--- src/rtl/pixel_scan_sequencer.sv ---
// Walks pixel_index over a WIDTH x HEIGHT frame and streams one RGB565 pixel per index.
// Optional SCAN_HIT_COUNT_EN adds a per-frame count of draw=1 pixels on hit_count.
module pixel_scan_sequencer #(
  parameter int WIDTH    = 96,
  parameter int HEIGHT   = 64,
  parameter int DRAW_LAT = 1
) (
  input  logic        clk,
  input  logic        rst_n,
  input  logic        start,
  input  logic        draw,
  input  logic [15:0] fg_color,
  input  logic [15:0] bg_color,
  input  logic        out_ready,
  output logic [12:0] pixel_index,
  output logic [15:0] pixel_data,
  output logic        out_valid,
  output logic        out_last,
  output logic        busy,
  output logic        done,
  output logic [12:0] hit_count
);

  localparam logic [12:0] LAST_IDX  = 13'(WIDTH * HEIGHT - 1);
  localparam logic [1:0]  WAIT_INIT = 2'(DRAW_LAT - 1);

  localparam logic [2:0] S_IDLE    = 3'd0;
  localparam logic [2:0] S_ISSUE   = 3'd1;
  localparam logic [2:0] S_WAIT    = 3'd2;
  localparam logic [2:0] S_PRESENT = 3'd3;
  localparam logic [2:0] S_DONE    = 3'd4;

  logic [2:0] state;
  logic [1:0] wait_cnt;
  logic       capture;
  logic       accept;

  // Output handshake: a pixel transfers on a rising edge where out_valid and
  // out_ready are both 1; until then pixel_data, out_valid and out_last hold.
  assign capture = (state == S_WAIT) && (wait_cnt == 2'd0);
  assign accept  = (state == S_PRESENT) && out_valid && out_ready;
  assign busy    = (state != S_IDLE);
  assign done    = (state == S_DONE);

  always_ff @(posedge clk or negedge rst_n) begin
    if (!rst_n) begin
      state       <= S_IDLE;
      wait_cnt    <= 2'd0;
      pixel_index <= 13'd0;
      pixel_data  <= 16'd0;
      out_valid   <= 1'b0;
      out_last    <= 1'b0;
    end else begin
      case (state)
        S_IDLE: begin
          if (start) begin
            pixel_index <= 13'd0;
            state       <= S_ISSUE;
          end
        end
        S_ISSUE: begin
          wait_cnt <= WAIT_INIT;
          state    <= S_WAIT;
        end
        S_WAIT: begin
          if (capture) begin
            // draw and both colours are only looked at in this cycle
            pixel_data <= draw ? fg_color : bg_color;
            out_valid  <= 1'b1;
            out_last   <= (pixel_index == LAST_IDX);
            state      <= S_PRESENT;
          end else begin
            wait_cnt <= wait_cnt - 2'd1;
          end
        end
        S_PRESENT: begin
          if (accept) begin
            out_valid <= 1'b0;
            out_last  <= 1'b0;
            if (out_last) begin
              state <= S_DONE;
            end else begin
              pixel_index <= pixel_index + 13'd1;
              state       <= S_ISSUE;
            end
          end
        end
        S_DONE: begin
          state <= S_IDLE;
        end
        default: begin
          state <= S_IDLE;
        end
      endcase
    end
  end

`ifdef SCAN_HIT_COUNT_EN
  logic [12:0] hit_acc;
  logic [12:0] hit_reg;

  // hit_reg is published only as the frame completes, so it reads stable between frames
  always_ff @(posedge clk or negedge rst_n) begin
    if (!rst_n) begin
      hit_acc <= 13'd0;
      hit_reg <= 13'd0;
    end else begin
      if ((state == S_IDLE) && start) begin
        hit_acc <= 13'd0;
      end else if (capture && draw) begin
        hit_acc <= hit_acc + 13'd1;
      end
      if (accept && out_last) begin
        hit_reg <= hit_acc;
      end
    end
  end

  assign hit_count = hit_reg;
`else
  assign hit_count = 13'd0;
`endif

endmodule

--- config.mk ---
export PLATFORM = sky130hd
export DESIGN_NAME = pixel_scan_sequencer
export DESIGN_NICKNAME = d
export VERILOG_FILES = /design/src/rtl/pixel_scan_sequencer.sv
export SDC_FILE = /design/constraint.sdc
export NUM_CORES = 1
export LEC_CHECK = 0
export ABC_CLOCK_PERIOD_IN_PS = 1800
export BUFFER_PORTS_ARGS = -buffer_cell sky130_fd_sc_hd__buf_4
export CAP_MARGIN = 40
export CORE_MARGIN = 4
export CORE_UTILIZATION = 48
export DETAILED_ROUTE_END_ITERATION = 8
export PLACE_DENSITY = 0.78
export SLEW_MARGIN = 10
export SYNTH_ARGS = -nofsm -noshare
export SYNTH_HDL_FRONTEND = slang
export SYNTH_SLANG_ARGS = --single-unit
--- constraint.sdc ---
create_clock -name clk -period 1.8 [get_ports clk]
set_input_delay 0.18 -clock clk [delete_from_list [all_inputs] [get_ports clk]]
set_output_delay 0.18 -clock clk [all_outputs]
set_load 0.01 [all_outputs]
==> out/metrics.yaml <==
synthesis:
  syn_area_um2: 2054
  synth.distinct_cells: 43
  synth_top_family_by_area: "compound AO/OA/AOI/OAI gates"
  synth-edff-count: 0
  synth-compound-area-share_pct: 20.04
  ys.flop_type: "dfrtp_1"
  yosys_warnings: 0
  synth-xor-area-share_pct: 0
  synth_fa_ha_area_share_pct: 1.218
  async_reset_ff_share_pct: 100.0
  ys_ff_latch: 36
  synth_area_leaders: "dfrtp_1, mux2i_1, buf_4"
  synthCells: 202
  synth-seq-area-share_pct: 43.85
  synth_top_area_share_pct: 43.85
  muxShareOfSynthArea_pct: 8.283
  yosysTopAreaCell: "dfrtp_1"
  synth-simple-area-share_pct: 16.75
  avgSynthCellArea_um2: 10.17
run:
  maxCapViolations: 0
clock_tree:
  clk_pin_slew_ns: 0.07
  insertion_delay_ns: 0.28
  cts_sinks: 36
  cts_made_buffers: 5
  clockBufferDepth: 2
  htreeDepth: 2
  cts_tree: "yes"
  cts-root-buf: "clkbuf_8"
  ctsResizeCount: 0
grt:
  grt_pass1_vias: 1553
  grt_overflow: 0
  antenna_found_initial: 0
  grt_pass1_wl_um: 6768
  grtUsageTotal_pct: 16.30
  grt_max_degree: 37
floorplanning:
  ioPinCount: 83
  start_util_pct: 50.63
  die-area_um2: 5391
  die_w_um: 73.42
  core_um2: 4058
  rows: 23
  die_h_um: 73.42
sta:
  skew_ns: 0.003837
  rsz0062_at_grt: "no"
  setup_viol: 0
  tns_ns: 0
  hold_violations: 0
  final.period_utilization_pct: 85.47
  clock.fmax_mhz: 650.0
  final.setup.worst_slack_ns: 0.2616
  fin_crit_ns: 1.538
  slew_viol_final: 0
run_status:
  outcome: "finished, final reports clean"
placement:
  place_hpwl_um: 3367
  gp_congestion: 0.8091
  pre_cts_slack_ns: 0.2718
  io_buffers: 69
worst_setup_path:
  regToRegEndpoint: "pixel_index[9]$_DFFE_PN0P_"
  critical_path_arrival_ns: 1.69
  start_kind: "flip-flop"
  crit_path_max_incr_delay_ns: 0.54
  crit_path_end_kind: "flip-flop"
  r2r-start: "state[1]$_DFFE_PN0P_"
  cp_max_fo: 11
  crit_path_top_delay_cell: "dfrtp_1"
  crit_type: "reg2reg"
  crit_chain: "nand3b_4, or3_4, o21ai_2, a31oi_1"
  r2r_slack_ns: 0.26
  r2r_cells: 4
  cp.required_ns: 1.95
min_path:
  hold_path_end: "pixel_data[5]$_DFFE_PN0P_"
  hold_depth: 3
  hold_class: "in2reg"
  hold_path_startpoint: "bg_color[5]"
layout:
  final_nets: 308
  mostFrequentLayoutCell: "buf_4"
  postLayoutCoreUtil_pct: 64.91
  drive_gt1_share_pct: 36.30
  diodes: 0
  mostFrequentLayoutCells: "buf_4, dfrtp_1, nor2_1"
  fill_cells: 341
  area_growth_pct: 28.20
routing:
  vias: 1707
  viasPerCell: 5.334
  wl_um: 4418
  routedWlPerCell_um: 13.81
  dr.pass1.iters: 4
  ant_nets: 0
  route.detailed.drc: 0
  drt_iter0_drc: 88
power_and_ir_drop:
  leakagePower_nw: 1.221
  irDropWorstVdd_mv: 0.3655
  p_per_area_nw_per_um2: 614.3
==> state kept, by name, indices dropped and copies added (netlist names) <==
register / cells
out_valid: 1
pixel_data: 16
state: 3
out_last: 1
wait_cnt: 2
pixel_index: 13
==> stage by stage <==
stage / total power, mW / cells / area (um2) / hold WS [ns]
detailed placement: 0.9500 / 311 / 2516 / 0.1661
global route: 1.687 / 320 / 2634 / 0.1995
finish: 1.618 / 320 / 2634 / 0.1931
floorplan: 0.8924 / 214 / 2100 / -0.1156
CTS: 1.644 / 320 / 2634 / 0.1875
global placement: 0.9484 / 311 / 2516 / 0.1666
==> final cells by class <==
class	count	area, um2	area share, %
well taps	50	62.56	2.375
inverters	2	7.507	0.2850
clock inverters	2	35.03	1.330
multi-input cells	152	999.7	37.96
repair buffers	72	555.5	21.09
clock buffers	6	72.57	2.755
flip-flops and latches	36	900.9	34.20
==> report_power, final <==
| group | internal [mW] | switching [mW] | leakage [nW] | total [mW] |
|---|---|---|---|---|
| registers | 0.809 | 0 | 0.404 | 0.809 |
| clock network | 0.411 | 0.272 | 0.0552 | 0.683 |
| logic | 0.0668 | 0.0594 | 0.762 | 0.126 |
| total | 1.29 | 0.332 | 1.22 | 1.62 |
==> kinds of logic (layout without fill, tap and decap cells) <==
group | count (synthesis) | after routing
AND/OR/NAND/NOR | 64 | 64
AO/OA/AOI/OAI | 56 | 56
flip-flops | 36 | 36
buffers and inverters | 26 | 82
multiplexers | 17 | 17
adder cells (fa/ha/maj) | 2 | 2
other | 1 | 13
==> worst max-delay path by stage <==
stage	cells past startpoint	endpoint	start
floorplan	6	pixel_index[8]$_DFFE_PN0P_	state[0]$_DFFE_PN0P_
global placement	4	pixel_index[8]$_DFFE_PN0P_	state[0]$_DFFE_PN0P_
detailed placement	4	pixel_index[8]$_DFFE_PN0P_	state[0]$_DFFE_PN0P_
CTS	4	pixel_index[9]$_DFFE_PN0P_	state[0]$_DFFE_PN0P_
global route	4	pixel_index[12]$_DFFE_PN0P_	state[1]$_DFFE_PN0P_
finish	4	pixel_index[9]$_DFFE_PN0P_	state[1]$_DFFE_PN0P_
==> synthesized netlist by cell type, types with 2 or more instances <==
cell type,count
a21o_1,2
a21oi_1,8
a21oi_2,12
a22o_1,3
a31oi_1,8
a41oi_1,2
and2_1,2
and3_1,3
and4_1,2
buf_2,2
buf_4,14
buf_6,6
dfrtp_1,36
ha_1,2
inv_1,2
mux2i_1,17
nand2_1,14
nand2b_1,2
nand3_1,7
nor2_1,22
nor3_1,2
o21ai_0,4
o21ai_1,7
o21ai_2,2
o31ai_1,3
==> worst max-delay path: cells and delay by family (launching register included) <==
kind,cells,cell delay [ns]
flip-flops,1,0.54
AND/OR/NAND/NOR,2,0.61
AO/OA/AOI/OAI,2,0.26
==> timing repair <==
action	in CTS	in global routing
hold endpoints to repair	36	0
hold buffers	1	0
setup buffers	0	0
==> metal layers <==
metal,share of wire (%),GRT usage (%)
met3,6.5,4.104
met1,39,18.61
met2,53,28.30
met5,0,0
met4,2.0,7.847
Power figures use the tool's default switching activity.
